[src/rtl/bus_pkg.sv]
// Shared bus definitions for the dual-port instruction/data memory.
package bus_pkg;

    localparam int XLEN = 32;

    typedef enum logic [1:0] {
        IDLE  = 2'd0,
        READ  = 2'd1,
        WRITE = 2'd2
    } ttype_t;

    typedef enum logic [1:0] {
        BYTE = 2'd0,
        HALF = 2'd1,
        WORD = 2'd2
    } tsize_t;

endpackage

[src/rtl/fetch_prefetch_pkg.sv]
// Fetch-stage local types: FSM states and the width of one buffered {pc, instruction} pair.
package fetch_prefetch_pkg;

    import bus_pkg::*;

    localparam int ENTRY_W = 2 * XLEN;

    typedef enum logic [1:0] {
        ST_IDLE  = 2'd0,
        ST_FETCH = 2'd1,
        ST_FULL  = 2'd2
    } fetch_state_t;

endpackage

[src/rtl/slave_bus_if.sv]
// Simple single-cycle memory port: the slave answers rdata combinationally for addr.
interface slave_bus_if;

    import bus_pkg::*;

    logic [XLEN-1:0] addr;
    logic [XLEN-1:0] wdata;
    logic [XLEN-1:0] rdata;
    ttype_t          ttype;
    tsize_t          tsize;

    modport master (output addr, output wdata, output ttype, output tsize, input rdata);
    modport slave  (input addr, input wdata, input ttype, input tsize, output rdata);

endinterface

[src/rtl/fetch_prefetch_fifo.sv]
// Synchronous FIFO with a registered head word; the head reads 0 whenever the FIFO is empty.
module sync_fifo #(
    parameter int WIDTH = 64,
    parameter int DEPTH = 4
) (
    input  logic                     clk,
    input  logic                     rst_n,
    input  logic                     flush,
    input  logic                     push,
    input  logic                     pop,
    input  logic [WIDTH-1:0]         din,
    output logic [WIDTH-1:0]         head,
    output logic                     full,
    output logic                     empty,
    output logic [$clog2(DEPTH):0]   count
);

    localparam int AW = $clog2(DEPTH);

    logic [WIDTH-1:0] mem [DEPTH];
    logic [AW-1:0]    wr_ptr;
    logic [AW-1:0]    rd_ptr;
    logic [AW-1:0]    rd_ptr_next;
    logic [AW:0]      count_next;
    logic [WIDTH-1:0] head_next;

    assign full = (count == (AW+1)'(DEPTH));

    // Work out the post-edge read pointer, occupancy and head word so the head can be registered.
    always_comb begin
        rd_ptr_next = rd_ptr;
        count_next  = count;
        head_next   = '0;
        if (flush) begin
            rd_ptr_next = '0;
            count_next  = '0;
        end else begin
            if (pop) begin
                rd_ptr_next = rd_ptr + 1'b1;
            end
            count_next = count + (AW+1)'(push) - (AW+1)'(pop);
            if (count_next != '0) begin
                head_next = (push && (wr_ptr == rd_ptr_next)) ? din : mem[rd_ptr_next];
            end
        end
    end

    // Storage write; a flush leaves the old words in place since the pointers make them unreachable.
    always_ff @(posedge clk) begin
        if (!rst_n) begin
            for (int i = 0; i < DEPTH; i++) begin
                mem[i] <= '0;
            end
        end else if (!flush && push) begin
            mem[wr_ptr] <= din;
        end
    end

    // Pointer, occupancy and registered-head update.
    always_ff @(posedge clk) begin
        if (!rst_n) begin
            wr_ptr <= '0;
            rd_ptr <= '0;
            count  <= '0;
            empty  <= 1'b1;
            head   <= '0;
        end else begin
            wr_ptr <= flush ? '0 : wr_ptr + AW'(push);
            rd_ptr <= rd_ptr_next;
            count  <= count_next;
            empty  <= (count_next == '0);
            head   <= head_next;
        end
    end

endmodule

[src/rtl/fetch_prefetch.sv]
// Instruction fetch stage: PC, fetch FSM and prefetch buffer feeding decode through valid/ready.
module fetch_prefetch
    import bus_pkg::*;
    import fetch_prefetch_pkg::*;
#(
    parameter int              DEPTH    = 4,
    parameter logic [XLEN-1:0] RESET_PC = 32'h0000_0000
) (
    input  logic            clk,
    input  logic            rst_n,
    slave_bus_if.master     ibus,
    input  logic            fetch_en,
    input  logic            redirect_valid,
    input  logic [XLEN-1:0] redirect_pc,
    output logic            inst_valid,
    input  logic            inst_ready,
    output logic [XLEN-1:0] inst_data,
    output logic [XLEN-1:0] inst_pc
);

    localparam int AW = $clog2(DEPTH);

    fetch_state_t     state_q;
    fetch_state_t     state_next;
    logic [XLEN-1:0]  pc_q;
    logic             push;
    logic             pop;
    logic             fifo_full;
    logic             fifo_empty;
    logic [AW:0]      fifo_count;
    logic [ENTRY_W-1:0] fifo_head;

    assign inst_valid = !fifo_empty;
    assign inst_pc    = fifo_head[ENTRY_W-1:XLEN];
    assign inst_data  = fifo_head[XLEN-1:0];

    // A redirect kills whatever decode is looking at, so it suppresses both push and pop.
    assign pop  = inst_valid && inst_ready && !redirect_valid;
    assign push = (state_q == ST_FETCH) && fetch_en && !redirect_valid && (!fifo_full || pop);

    assign ibus.addr  = pc_q;
    assign ibus.wdata = '0;
    assign ibus.tsize = WORD;
    assign ibus.ttype = (state_q == ST_FETCH) ? READ : IDLE;

    sync_fifo #(
        .WIDTH (ENTRY_W),
        .DEPTH (DEPTH)
    ) u_fifo (
        .clk   (clk),
        .rst_n (rst_n),
        .flush (redirect_valid),
        .push  (push),
        .pop   (pop),
        .din   ({pc_q, ibus.rdata}),
        .head  (fifo_head),
        .full  (fifo_full),
        .empty (fifo_empty),
        .count (fifo_count)
    );

    // Next-state logic; a redirect overrides every other transition.
    always_comb begin
        state_next = state_q;
        if (redirect_valid) begin
            state_next = fetch_en ? ST_FETCH : ST_IDLE;
        end else begin
            case (state_q)
                ST_IDLE: begin
                    if (fetch_en) state_next = ST_FETCH;
                end
                ST_FETCH: begin
                    if (!fetch_en) state_next = ST_IDLE;
                    else if ((fifo_count == (AW+1)'(DEPTH)) && !pop) state_next = ST_FULL;
                end
                ST_FULL: begin
                    if (!fetch_en) state_next = ST_IDLE;
                    else if (pop) state_next = ST_FETCH;
                end
                default: state_next = ST_IDLE;
            endcase
        end
    end

    // State register.
    always_ff @(posedge clk) begin
        if (!rst_n) state_q <= ST_IDLE;
        else        state_q <= state_next;
    end

    // Program counter: redirect target is word-aligned, otherwise advance once per buffered word.
    always_ff @(posedge clk) begin
        if (!rst_n)              pc_q <= RESET_PC;
        else if (redirect_valid) pc_q <= {redirect_pc[XLEN-1:2], 2'b00};
        else if (push)           pc_q <= pc_q + 32'd4;
    end

endmodule

[src/flat_wrapper.sv]
// flat-port wrapper written by rule: the top's interface ports become plain ports
module fetch_prefetch_flat import bus_pkg::*; import fetch_prefetch_pkg::*;
#(
    parameter int              DEPTH    = 4,
    parameter logic [XLEN-1:0] RESET_PC = 32'h0000_0000
)
  (clk, rst_n, fetch_en, redirect_valid, redirect_pc, inst_valid, inst_ready, inst_data, inst_pc, ibus_addr, ibus_wdata, ibus_ttype, ibus_tsize, ibus_rdata);
  slave_bus_if ibus_i ();
  input  logic clk;
  input  logic rst_n;
  input  logic fetch_en;
  input  logic redirect_valid;
  input  logic [XLEN-1:0] redirect_pc;
  output logic inst_valid;
  input  logic inst_ready;
  output logic [XLEN-1:0] inst_data;
  output logic [XLEN-1:0] inst_pc;
  output wire logic [$bits(ibus_i.addr)-1:0] ibus_addr;
  output wire logic [$bits(ibus_i.wdata)-1:0] ibus_wdata;
  output wire logic [$bits(ibus_i.ttype)-1:0] ibus_ttype;
  output wire logic [$bits(ibus_i.tsize)-1:0] ibus_tsize;
  input wire logic [$bits(ibus_i.rdata)-1:0] ibus_rdata;
  assign ibus_addr = ibus_i.addr;
  assign ibus_wdata = ibus_i.wdata;
  assign ibus_ttype = ibus_i.ttype;
  assign ibus_tsize = ibus_i.tsize;
  assign ibus_i.rdata = ibus_rdata;
  fetch_prefetch #(.DEPTH(DEPTH), .RESET_PC(RESET_PC)) u_core (.clk(clk), .rst_n(rst_n), .ibus(ibus_i), .fetch_en(fetch_en), .redirect_valid(redirect_valid), .redirect_pc(redirect_pc), .inst_valid(inst_valid), .inst_ready(inst_ready), .inst_data(inst_data), .inst_pc(inst_pc));
endmodule
[config.mk]
export PLATFORM = sky130hd
export DESIGN_NAME = fetch_prefetch_flat
export DESIGN_NICKNAME = d
export VERILOG_FILES = /design/src/rtl/bus_pkg.sv /design/src/rtl/fetch_prefetch_pkg.sv /design/src/rtl/slave_bus_if.sv /design/src/rtl/fetch_prefetch_fifo.sv /design/src/rtl/fetch_prefetch.sv /design/src/flat_wrapper.sv
export SDC_FILE = /design/constraint.sdc
export NUM_CORES = 1
export LEC_CHECK = 0
export CORE_UTILIZATION = 35
export CTS_CLUSTER_DIAMETER = 100
export DETAILED_ROUTE_END_ITERATION = 10
export HOLD_SLACK_MARGIN = 0.08
export PLACE_DENSITY = 0.64
export SLEW_MARGIN = 10
export SYNTH_ARGS = -nofsm -noshare
export SYNTH_HDL_FRONTEND = slang
export SYNTH_SLANG_ARGS = --single-unit
export TNS_END_PERCENT = 100
[constraint.sdc]
create_clock -name clk -period 24.4 [get_ports clk]
set_input_delay 7.32 -clock clk [delete_from_list [all_inputs] [get_ports clk]]
set_output_delay 7.32 -clock clk [all_outputs]
set_load 0.005 [all_outputs]
# == Yosys cells after proc, flatten, opt, wreduce, memory -nomap -nowiden ==
# Memory sizes are Yosys's and may differ from the RTL's. A register that Yosys moved wholly into a read port is not among the register bits.
# Index checks and enable logic that the tools add are counted.
# word_totals
memories,1
word_cells,62
mem_bits_ro,0
ramBits,256
in_bits,69
regBits,42
latchBits,0
output_inout_bits,133
# mem_list
memory,depth,word_bits,rd,rd_ports_with_merged_regs,wr,line_no,rtl
u_core.u_fifo.mem,4,64,1,1,4,fetch_prefetch_fifo.sv:20,logic [WIDTH-1:0] mem [DEPTH];
# op_classes
n_bitwise,2
magnitude_cmp,0
n_reduce_logical,20
n_eq_ne,6
add_sub_neg,5
n_mul,0
n_shift,0
div,0
muxes,21
# op_table
operator,n
$mux 32,2
$mux 64,1
$reduce_or 64->1,1
$add 32x3->32 const B,1
$mux 2,9
$logic_and 1x1->1,7
$mux 1,7
$pmux 2 s3,1
$logic_not 1->1,4
$ne 4x3->1 const B,1
$ne 4x4->1 const B,1
$add 3x1->3,1
$eq 3x3->1 const B,1
$logic_not 3->1,1
$mux 3,1
$ne 3x3->1 const B,1
$reduce_and 3->1,1
$reduce_bool 3->1,1
$reduce_or 3->1,1
$sub 3x1->3,1
$add 2x1->2,1
$add 2x1->2 const B,1
$eq 2x1->1 const B,1
$eq 2x2->1 const B,1
other kinds (5),6

# == Logic depth before layout (Yosys ltp) ==
# logic_depth
word_depth,11
depth_mapped,17
depth_no_buf,12

# == Hierarchy ==
# A second synthesis with hierarchy kept.
# unflattened
hier_cells,1164
area_unflattened_um2,16026.6
# by_module_without_submodules
module,cells_per_inst,n_inst,area_each_um2,seq_area_each_um2
sync_fifo,887,1,13828.3,9128.8
fetch_prefetch,277,1,2198.4,640.6

# == Worst setup path after synthesis ==
# OpenSTA, ideal clock, no wires.
# synth_timing
path_type,input to register
startpoint,input port redirect_valid
endpoint,"memory u_core.u_fifo.mem[1][0], enable pin"
required_ns,23.832
stages,7
t_arrival_ns,12.901
slack_ns,10.932
n_path_buf,3
cell_sequence,or3b_1 clkbuf_2 a21boi_2 buf_2 buf_2 nand2_1 o21ai_0
# synth_lines
item,line_no,rtl
"start, declared",flat_wrapper.sv:12,input logic redirect_valid;
"end, declared",fetch_prefetch_fifo.sv:20,

==> impl_metrics.yaml <==
critical_path:
  crit_type: "input pin to register"
  critPathArrivalTime_ns: 12.45
  required_ns: 24.56
  cp-start-kind: "input pin"
  critical_path.max_fanout: 62
  crit_path_end_kind: "register"
synth:
  syn-cell-area_sq_mm: 0.01533
  yosys_warnings: 0
  ys_async_sr_fraction_pct: 0
  ys_top_cells_by_area: "edfxtp_1 49%, dfxtp_1 13%, and2_1 7.4%"
  ys_top_cells_by_count: "248 x edfxtp_1, 182 x and2_1, 159 x nand2_1"
  yosys.area.top_type_share_pct: 48.58
  ys_seq_area_share_pct: 61.91
  syn-mean-instance-area_sq_um: 11.65
  synth_cell_type_count: 64
  synth_top_area_cell: "edfxtp_1"
  ys_ff_latch: 350
  yosysMostFrequentCell: "edfxtp_1"
  syn_inst: 1316
  synth_edf_count: 248
  synth_ff_type: "edfxtp_1"
layout:
  diodes: 0
  drive_gt1_share_pct: 7.387
  layout.cells.non_filler: 2047
  seqCellArea_sq_mm: 0.009493
  syn_to_final_growth_pct: 21.59
  finalNetCount: 1504
  fillers: 4056
  multiInputGateArea_sq_mm: 0.005333
clock_network:
  hold_buffers: 0
  clock_latency_ns: 0.56
  clk_root_buffer_cell: "clkbuf_16"
  cts_tree: "yes"
  clock-sinks: 350
  cts_max_path_buffers: 3
  h-tree-depth: 2
  clkSlewWorstSetupHoldPaths_ns: 0.06
  postCtsSetupRepairBufs: 0
  cts_resized: 0
  cts_inserted_buffers: 39
pwr:
  p_int_mw: 1.033
  p_comb_share_pct: 5.3
  pwr-share-seq_pct: 50.6
  power_switching_uw: 291.1
  peakVddDrop_mv: 0.03610
  clock_power_share_pct: 44.1
  p_per_area_mw_per_mm2: 71.04
  leakagePower_nw: 6.540
  power_mw: 1.324
  swShare_pct: 21.99
die:
  num_rows: 76
  num_io_pins: 202
  dieWidth_microns: 211.3
  die-height_microns: 211.3
  fp.coreArea_sq_mm: 0.04317
  die-area_sq_mm: 0.04464
  initial_core_util_pct: 35.51
global_route:
  antenna_found_initial: 0
  gr-total-overflow: 0
  grt_pass1_vias: 10580
  grt_max_degree: 72
  grt_pass1_wl_microns: 61790
  track_usage_pct: 18.20
placement:
  dp_hpwl_microns: 22550
  gp_congestion: 0.7439
  place_inst: 1975
  numPortBuffers: 160
timing:
  fin_tns_setup_ns: 0
  min_period_ns: 12.29
  drv_slew: 0
  max-slew-margin-rel_pct: 14.56
  setup_viol: 0
  finalClockSkew_ns: 0.02789
  max_freq_mhz: 81.35
  finalHoldViolCount: 0
  tightest_slew_ns: 1.277
  rsz0062_at_grt: "no"
  final.period_utilization_pct: 50.38
detailed_routing:
  drt_iter0_drc: 656
  drt-total-wl_microns: 40690
  dr.pass1.iters: 5
  avgViaCountPerCell: 5.162
  wl_per_cell_microns: 19.88
  drc: 0
  num_vias: 10570
  ant_nets: 0
job:
  maxCapViolCount: 0
run_status:
  status: "finished clean"
hold_path:
  hp-class: "register to register"
==> cell type report <==
| cell class | instances | area share (%) |
|---|---|---|
| Tap cell | 585 | 3.927 |
| Clock buffer | 59 | 6.378 |
| Multi-Input combinational cell | 848 | 28.61 |
| Inverter | 13 | 0.2618 |
| Timing Repair Buffer | 180 | 9.412 |
| Sequential cell | 350 | 50.93 |
| Clock inverter | 12 | 0.4766 |
==> path summary, 6_finish.rpt <==
check                                start  slack, ns  cells past startpoint                        to
setup / recovery            redirect_valid      12.11                      9  u_core.u_fifo.mem[0][25]
hold / removal    u_core.u_fifo.mem[0][19]       0.55                      2    u_core.u_fifo.head[19]
setup reg to reg       u_core.u_fifo.empty      19.30                      7  u_core.u_fifo.mem[0][25]
hold reg to reg   u_core.u_fifo.mem[0][19]       0.55                      2    u_core.u_fifo.head[19]
==> power groups by stage <==
stage | sequential [mW] | clock, mW | combinational [mW]
finish | 0.670 | 0.584 | 0.0705
floorplan | 0.678 | 0 | 0.0391
CTS | 0.670 | 0.595 | 0.0713
global route | 0.672 | 0.616 | 0.0768
global placement | 0.681 | 0 | 0.0703
detailed placement | 0.682 | 0 | 0.0710
==> per-stage QoR <==
step	setup WS [ns]	hold slack (ns)	cell area [sq um]	util, %
2_1_floorplan	10.93	0.4955	15470	-
3_3_place_gp	11.60	0.5421	17350	40.18
3_5_place_dp	11.49	0.5444	17350	40.18
4_1_cts	12.08	0.5597	18620	43.14
5_1_grt	11.86	0.5872	18640	43.17
6_report	12.11	0.5538	18640	43.17
==> per-layer routing <==
| metal | global-route usage [%] | part of all wire, % |
|---|---|---|
| met1 | 23.54 | 44 |
| met2 | 30.32 | 48 |
| met3 | 3.851 | 5.9 |
| met4 | 5.797 | 2.6 |
| met5 | 0 | 0 |
==> flip-flops by register name, indices dropped and copies added, names as in the netlist <==
register,count
u_core.ibus.addr,30
u_core.state_q,2
u_core.u_fifo.count,3
u_core.u_fifo.empty,1
u_core.u_fifo.head,62
u_core.u_fifo.mem,248
u_core.u_fifo.rd_ptr,2
u_core.u_fifo.wr_ptr,2
==> worst max-delay path, cell delays in order <==
cell             delay (ns)
clkdlybuf4s50_1        0.40
buf_4                  0.28
or3b_1                 0.59
a21boi_4               0.67
buf_4                  0.70
nand2_2                0.47
nor3_4                 0.24
buf_4                  0.62
nand2b_4               1.01
==> cell families after synthesis <==
family	after synthesis	synth area share [%]
fa+ha+maj	3	0.2938
xor+xnor	13	1.020
compound gates	206	8.971
flops	350	61.91
mux	70	4.775
other cells	2	0.04899
simple gates	517	18.05
buf+inv	155	4.938
==> cells in the final DEF (no fill, tap or decap), types with 8 or more instances in the layout <==
cell / count
edfxtp_1: 248
o221ai_1: 63
buf_4: 19
nand3_1: 23
a21oi_1: 21
clkbuf_16: 42
inv_1: 12
and3_1: 61
nand2_1: 159
o21ai_1: 61
dfxtp_1: 101
nand4_1: 12
and2_1: 182
clkbuf_1: 9
nor3_1: 8
clkdlybuf4s50_1: 159
nor2_1: 36
a31oi_1: 12
conb_1: 39
mux2i_1: 63
nor4_1: 9
o21ai_0: 17
Note: power is estimated with default switching activity, not from simulation.
